--- src/rtl/wb_camera_dma.sv ---
// Camera pixel-stream to Wishbone classic writer. Pixels are packed into words,
// buffered in a small FIFO, and each frame is written as a timestamp header followed by pixel words.
module wb_camera_dma #(
  parameter int ADR_WIDTH  = 15,
  parameter int PIX_WIDTH  = 8,
  parameter int DAT_WIDTH  = 32,
  parameter int FIFO_DEPTH = 4
) (
  input  logic                   clk,
  input  logic                   rst_n,
  input  logic [PIX_WIDTH-1:0]   i_px_dat,
  input  logic                   i_px_vld,
  input  logic                   i_sof,
  input  logic                   i_eof,
  input  logic                   i_enable,
  input  logic [ADR_WIDTH-1:0]   i_wr_addr_start,
  input  logic [31:0]            i_timestamp,
  input  logic                   i_overrun_clr,
  output logic                   o_overrun,
  output logic                   o_frame_done,
  output logic [ADR_WIDTH-1:0]   o_words_written,
  output logic                   o_busy,
  output logic                   m_wb_cyc,
  output logic                   m_wb_stb,
  output logic [ADR_WIDTH-1:0]   m_wb_adr,
  output logic [DAT_WIDTH-1:0]   m_o_wb_dat,
  output logic [DAT_WIDTH/8-1:0] m_wb_sel,
  output logic                   m_wb_we,
  input  logic                   m_wb_ack
);

  localparam int PPW   = DAT_WIDTH / PIX_WIDTH;
  localparam int CNT_W = $clog2(PPW + 1);
  localparam int AW    = $clog2(FIFO_DEPTH);
  localparam int EW    = DAT_WIDTH + 2;
  localparam logic [ADR_WIDTH-1:0] ADR_STEP = ADR_WIDTH'(DAT_WIDTH / 8);

  typedef enum logic {S_IDLE, S_REQ} state_t;

  function automatic logic [DAT_WIDTH-1:0] ts_ext(input logic [31:0] ts);
    logic [DAT_WIDTH-1:0] r;
    r = '0;
    for (int i = 0; i < DAT_WIDTH && i < 32; i++) r[i] = ts[i];
    return r;
  endfunction

  logic                 act_q, act_d;
  logic [CNT_W-1:0]     cnt_q, cnt_d;
  logic [DAT_WIDTH-1:0] pkw_q, pkw_d, px_word;
  logic                 push, push_sof, push_eof;
  logic [DAT_WIDTH-1:0] push_dat;

  logic [EW-1:0]        mem_q [FIFO_DEPTH];
  logic [AW:0]          wptr_q, rptr_q;
  logic                 full, empty, pop;
  logic [EW-1:0]        rd_ent;
  logic                 ovr_q, ovr_d;

  state_t               state_q, state_d;
  logic                 cyc_q, cyc_d, eof_q, eof_d, done_q, done_d;
  logic [ADR_WIDTH-1:0] adr_q, adr_d, words_q, words_d;
  logic [DAT_WIDTH-1:0] dat_q, dat_d;

  // Packer word with the current pixel merged into its slot (unused slots stay zero).
  always_comb begin
    px_word = pkw_q;
    for (int k = 0; k < PPW; k++)
      if (i_px_vld && CNT_W'(k) == cnt_q) px_word[k*PIX_WIDTH +: PIX_WIDTH] = i_px_dat;
  end

  always_comb begin
    act_d    = act_q;
    cnt_d    = cnt_q;
    pkw_d    = pkw_q;
    push     = 1'b0;
    push_sof = 1'b0;
    push_eof = 1'b0;
    push_dat = px_word;
    if (i_sof && i_enable) begin
      act_d    = 1'b1;
      push     = 1'b1;
      push_sof = 1'b1;
      push_dat = ts_ext(i_timestamp);
      pkw_d    = '0;
      cnt_d    = '0;
      if (i_px_vld) begin
        pkw_d[PIX_WIDTH-1:0] = i_px_dat;
        cnt_d                = CNT_W'(1);
      end
    end else if (act_q) begin
      if (i_eof) begin
        push     = 1'b1;
        push_eof = 1'b1;
        act_d    = 1'b0;
        cnt_d    = '0;
        pkw_d    = '0;
      end else if (i_px_vld) begin
        if (cnt_q == CNT_W'(PPW - 1)) begin
          push  = 1'b1;
          cnt_d = '0;
          pkw_d = '0;
        end else begin
          cnt_d = cnt_q + CNT_W'(1);
          pkw_d = px_word;
        end
      end
    end
  end

  assign full   = (wptr_q[AW] != rptr_q[AW]) && (wptr_q[AW-1:0] == rptr_q[AW-1:0]);
  assign empty  = (wptr_q == rptr_q);
  assign rd_ent = mem_q[rptr_q[AW-1:0]];
  assign ovr_d  = (push && full) ? 1'b1 : (i_overrun_clr ? 1'b0 : ovr_q);

  always_ff @(posedge clk) begin
    if (push && !full) mem_q[wptr_q[AW-1:0]] <= {push_sof, push_eof, push_dat};
  end

  // Bus FSM: one entry popped per transfer; SOF entries rebase the address.
  always_comb begin
    state_d = state_q;
    cyc_d   = cyc_q;
    adr_d   = adr_q;
    dat_d   = dat_q;
    eof_d   = eof_q;
    words_d = words_q;
    done_d  = 1'b0;
    pop     = 1'b0;
    case (state_q)
      S_IDLE: begin
        if (!empty) begin
          pop     = 1'b1;
          cyc_d   = 1'b1;
          dat_d   = rd_ent[DAT_WIDTH-1:0];
          eof_d   = rd_ent[EW-2];
          state_d = S_REQ;
          if (rd_ent[EW-1]) begin
            adr_d   = i_wr_addr_start;
            words_d = '0;
          end
        end
      end
      S_REQ: begin
        if (m_wb_ack) begin
          cyc_d   = 1'b0;
          adr_d   = adr_q + ADR_STEP;
          words_d = words_q + ADR_WIDTH'(1);
          done_d  = eof_q;
          state_d = S_IDLE;
        end
      end
      default: state_d = S_IDLE;
    endcase
  end

  always_ff @(posedge clk or negedge rst_n) begin
    if (!rst_n) begin
      act_q   <= 1'b0;
      cnt_q   <= '0;
      pkw_q   <= '0;
      wptr_q  <= '0;
      rptr_q  <= '0;
      ovr_q   <= 1'b0;
      state_q <= S_IDLE;
      cyc_q   <= 1'b0;
      adr_q   <= '0;
      dat_q   <= '0;
      eof_q   <= 1'b0;
      words_q <= '0;
      done_q  <= 1'b0;
    end else begin
      act_q   <= act_d;
      cnt_q   <= cnt_d;
      pkw_q   <= pkw_d;
      if (push && !full) wptr_q <= wptr_q + (AW+1)'(1);
      if (pop) rptr_q <= rptr_q + (AW+1)'(1);
      ovr_q   <= ovr_d;
      state_q <= state_d;
      cyc_q   <= cyc_d;
      adr_q   <= adr_d;
      dat_q   <= dat_d;
      eof_q   <= eof_d;
      words_q <= words_d;
      done_q  <= done_d;
    end
  end

  assign o_overrun       = ovr_q;
  assign o_frame_done    = done_q;
  assign o_words_written = words_q;
  assign o_busy          = act_q || !empty || cyc_q;
  assign m_wb_cyc        = cyc_q;
  assign m_wb_stb        = cyc_q;
  assign m_wb_adr        = adr_q;
  assign m_o_wb_dat      = dat_q;
  assign m_wb_sel        = '1;
  assign m_wb_we         = 1'b1;

endmodule

--- config.mk ---
export PLATFORM = sky130hd
export DESIGN_NAME = wb_camera_dma
export DESIGN_NICKNAME = d
export VERILOG_FILES = /design/src/rtl/wb_camera_dma.sv
export SDC_FILE = /design/constraint.sdc
export NUM_CORES = 1
export LEC_CHECK = 0
export ABC_AREA = 0
export CORE_ASPECT_RATIO = 1.4
export CORE_MARGIN = 8
export CORE_UTILIZATION = 35
export CTS_BUF_LIST = sky130_fd_sc_hd__clkbuf_4 sky130_fd_sc_hd__clkbuf_8 sky130_fd_sc_hd__clkbuf_16
export DETAILED_ROUTE_END_ITERATION = 6
export HOLD_SLACK_MARGIN = 0.02
export PLACE_DENSITY = 0.65
export REMOVE_ABC_BUFFERS = 1
export SYNTH_ARGS = -nofsm -noshare
export SYNTH_HDL_FRONTEND = slang
export SYNTH_SLANG_ARGS = --single-unit
--- constraint.sdc ---
create_clock -name clk -period 4.35 [get_ports clk]
set_clock_uncertainty 0.1 [all_clocks]
set_input_delay 0.6525 -clock clk [delete_from_list [all_inputs] [get_ports clk]]
set_output_delay 0.6525 -clock clk [all_outputs]
set_load 0.005 [all_outputs]
==> summary by stage <==
Outcome
The run finished with clean final reports.

Pwr
The worst voltage drop across the vdd grid is between 0.2 and 0.3 mV. Power spread over the standard cell area amounts to ~640 nW/µm². The leakage power figure is around 5.1 nW.

Logic synthesis
After synthesis the cells add up to between 10,000 and 15,000 µm². The synthesis-stage register bit count is ~250. The largest total area in the synthesized netlist belongs to edfxtp_1.

Sorting the synthesized cells by area gives the leading types as edfxtp_1 (38%), dfrtp_1 (25%), mux4_2 (7.2%). After synthesis, the mean cell area works out to approximately 15 µm². In this run, distinct cell masters in the synthesized netlist total 60. Synthesis handed over a netlist of around 700 instances.

Of the post-synthesis cell area, the dominant cell type holds 0.381. For this run, the leading register cell type out of synthesis is edfxtp_1. The proportion of synthesized flip-flops having asynchronous set or reset is 0.445. The proportion of synthesized chip area in sequential cells is 0.636.

Yosys mapped a number of flops with a built-in enable equal to approximately 140. The total number of yosys warnings is 0.

Timing
The final setup violation count is 0. In this run the tightest slew margin relative to its limit is 0.149. The minimum clock period is 3200 ps. The final-report max-slew violation count is 0. Setup repair after global routing left no endpoint under its margin. The maximum clock rate is between 300 and 400 MHz. In the finished design, the share of the clock period the worst path needs comes to 0.735. For the pin with the worst max-slew slack, the measured transition is roughly 1300 ps. The total count of hold-check failures in the final report is 0.

The aggregate negative setup slack is 0 ps.

Worst setup path
The count of cells along the worst register-to-register path is 6. The category of the critical setup timing path is reg2out. Along the worst path, the maximum fanout reaches 8. STA classifies the critical path startpoint as a register. The largest individual stage delay along the critical path comes from the cell clkdlybuf4s50_1.

The required time of the critical path is between 3000 and 4000 ps. The largest single stage delay on the critical path is ~480 ps. STA puts the critical path data arrival time at around 2400 ps. The cell repeated most along the worst path is or3_1. Walking the worst path, the cells encountered are xor2_2, or3_1, or3_1, clkdlybuf4s50_1. The endpoint class of the critical path is a primary output.

Clock tree
The buffer count from post-CTS setup fixing is 0. Counting every sink on the clock net gives between 200 and 250. The clock buffer count from CTS is 26. The post-CTS resize count is 0. The root cell of the clock tree is clkbuf_16. TritonCTS built the clock tree. The clock passes through at most 3 buffers. CTS built an H-tree with a depth of 1. For the worst-skew pair, the clock arrives at the later sink with an insertion delay of approximately 520 ps. After clock tree synthesis, the clock-pin slew on the worst setup and hold paths is about 60 ps. After clock tree synthesis, the flow added hold-fix buffers numbering 0.

Routing
Detailed routing inserted a total of between 6,000 and 7,000 vias. The total detailed-routing wirelength is between 20 and 25 mm. The starting DRC count in detailed routing is 420. Before antenna repair, the detailed router went through 5 iterations. In this run the remaining antenna-violating nets after routing total 0.

After detailed routing, the number of vias per cell comes to a little over 5. In the final routed layout, each cell accounts on average for between 20 and 25 µm. For this run, design rule violations remaining after detail routing come to 0.

Global route
The total overflow left after global routing is 0. The number of global-route vias before repair is 6,751. The global router's overall resource usage is 0.135. The maximum number of pins on one net before global-route repair is 73. The initial antenna violation count is 0. The first global-routing pass estimated 39.1 mm of wire.

Cells and area
The total number of nets in the final design is 900. The area growth from synthesis to layout is 23.2%. For this run, the share of the core covered by cells in the final layout is 0.433. The share of layout cells above drive strength 1 is 0.177.

Placement
At the end of routability-driven placement, the weighted congestion stood at ~0.8. The number of buffers inserted by port buffering is 129. Once detailed placement completed, the half-perimeter wirelength came to approximately 16 mm.

Floorplan
The region available for standard cell placement spans slightly above 30,000 µm². The die covers approximately 37,000 µm². The initial standard-cell utilization of the core is 0.352. Pin placement for this block handled between 100 and 150 I/O pins. The height of the die is about 220 µm. The number of core rows is 76.

The die is between 150 and 200 µm wide.

Flow run
The total of max-cap violations is 0.

Hold path
In this run the worst hold path is classified as in2async.
## cells in the final DEF, fill, tap and decap left out, types with 12 or more instances in the layout
master and n:
o21ai_0 40, a22o_1 25, mux2i_1 37, mux4_2 34, clkbuf_16 27, mux2_4 27
edfxtp_1 136, dfrtp_1 108, nand2_1 58, nand3_1 21, clkdlybuf4s50_1 128, and2_1 12
## per-stage QoR
stage               hold slack [ps]  instance area, µm²  worst slack [ps]  cells  power [mW]
CTS                             178               13200              1120   1236        8.62
global placement                356               12300               815   1188        6.34
floorplan                       257               10400               271    660        5.18
finish                          141               13200              1150   1237        8.49
global route                    214               13200              1070   1236        8.94
detailed placement              369               12300               728   1188        6.39
## state kept, by name, summed over array words and instances, names as in the netlist
signal	count
pkw_q	32
act_q	1
o_words_written	15
mem_q	136
m_o_wb_dat	32
wptr_q	3
eof_q	1
m_wb_adr	15
o_frame_done	1
state_q	1
rptr_q	3
o_overrun	1
m_wb_cyc	1
cnt_q	3
## critical path, delay by kind of cell (launching register included)
| kind | cells | cell delay [ps] |
|---|---|---|
| buffers and inverters | 1 | 480 |
| AND/OR/NAND/NOR | 2 | 750 |
| flip-flops | 1 | 420 |
| XOR/XNOR | 1 | 260 |
## final timing paths
check	to	slack, ps	start
worst max-delay path	o_busy	1150	rptr_q[2]$_DFFE_PN0P_
worst min-delay path	m_o_wb_dat[23]$_DFFE_PN0P_	140	rst_n
worst max register to register	mem_q[0][2]$_DFFE_PP_	1390	cnt_q[0]$_DFFE_PN0P_
worst min register to register	m_wb_adr[0]$_DFFE_PN0P_	380	m_wb_adr[0]$_DFFE_PN0P_
max in group asynchronous	o_words_written[12]$_DFFE_PN0P_	3180	rst_n
min in group clk	m_wb_adr[0]$_DFFE_PN0P_	380	m_wb_adr[0]$_DFFE_PN0P_
## synth_stat cells (all sizes together), types with 2 or more instances
master  number
edfxtp     136
dfrtp      109
a211oi       7
buf         29
o31ai        5
or2          2
o221a        3
ha          11
clkbuf      11
mux2i       37
nand2b       4
nand3b       2
nor2b        2
or3          3
and3         5
and2        12
xor2         6
nor2        10
a22o        25
mux2        36
xnor2        5
o21a         6
nor4         6
o21ai       41
a21oi       12
a22oi        4
nand3       21
o211ai       6
nor3        12
and4         4
inv         10
mux4        34
nand4        6
nand2       62
o31a         2
## layer usage
metal / track usage / wire length, µm
met5: 0 / 0
met4: 0.0370 / 427
met3: 0.0212 / 1390
met1: 0.172 / 10500
met2: 0.234 / 12600
## kinds of logic (layout without fill, tap and decap cells)
group	Yosys count	after routing	share of synthesized area
buffers and inverters	50	196	0.0292
other	1	6	0.000350
AOI/OAI and AO/OA	118	118	0.0792
adders and majority gates	11	11	0.0129
DFF	245	245	0.636
and+or+nand+nor	153	153	0.0776
muxes	107	107	0.153
xor gates and xnor gates	11	11	0.0111
## report_power, final
part | switching, mW | total (mW) | internal, mW | leakage [nW]
logic | 1.32 | 2.89 | 1.57 | 2.04
clock network | 0.882 | 2.22 | 1.33 | 0.437
registers | 0.348 | 3.39 | 3.04 | 2.64
## area by class of cell
cell class | count | area (µm²)
tap | 390 | 488
sequential | 245 | 6810
multi-input combinational | 405 | 3610
antenna | 1 | 2.50
timing repair buffer | 138 | 1370
inverter | 10 | 37.5
clock buffer | 36 | 756
fill | 2790 | 17200
clock inverter | 12 | 116
Note: power is estimated with default switching activity, not from simulation.
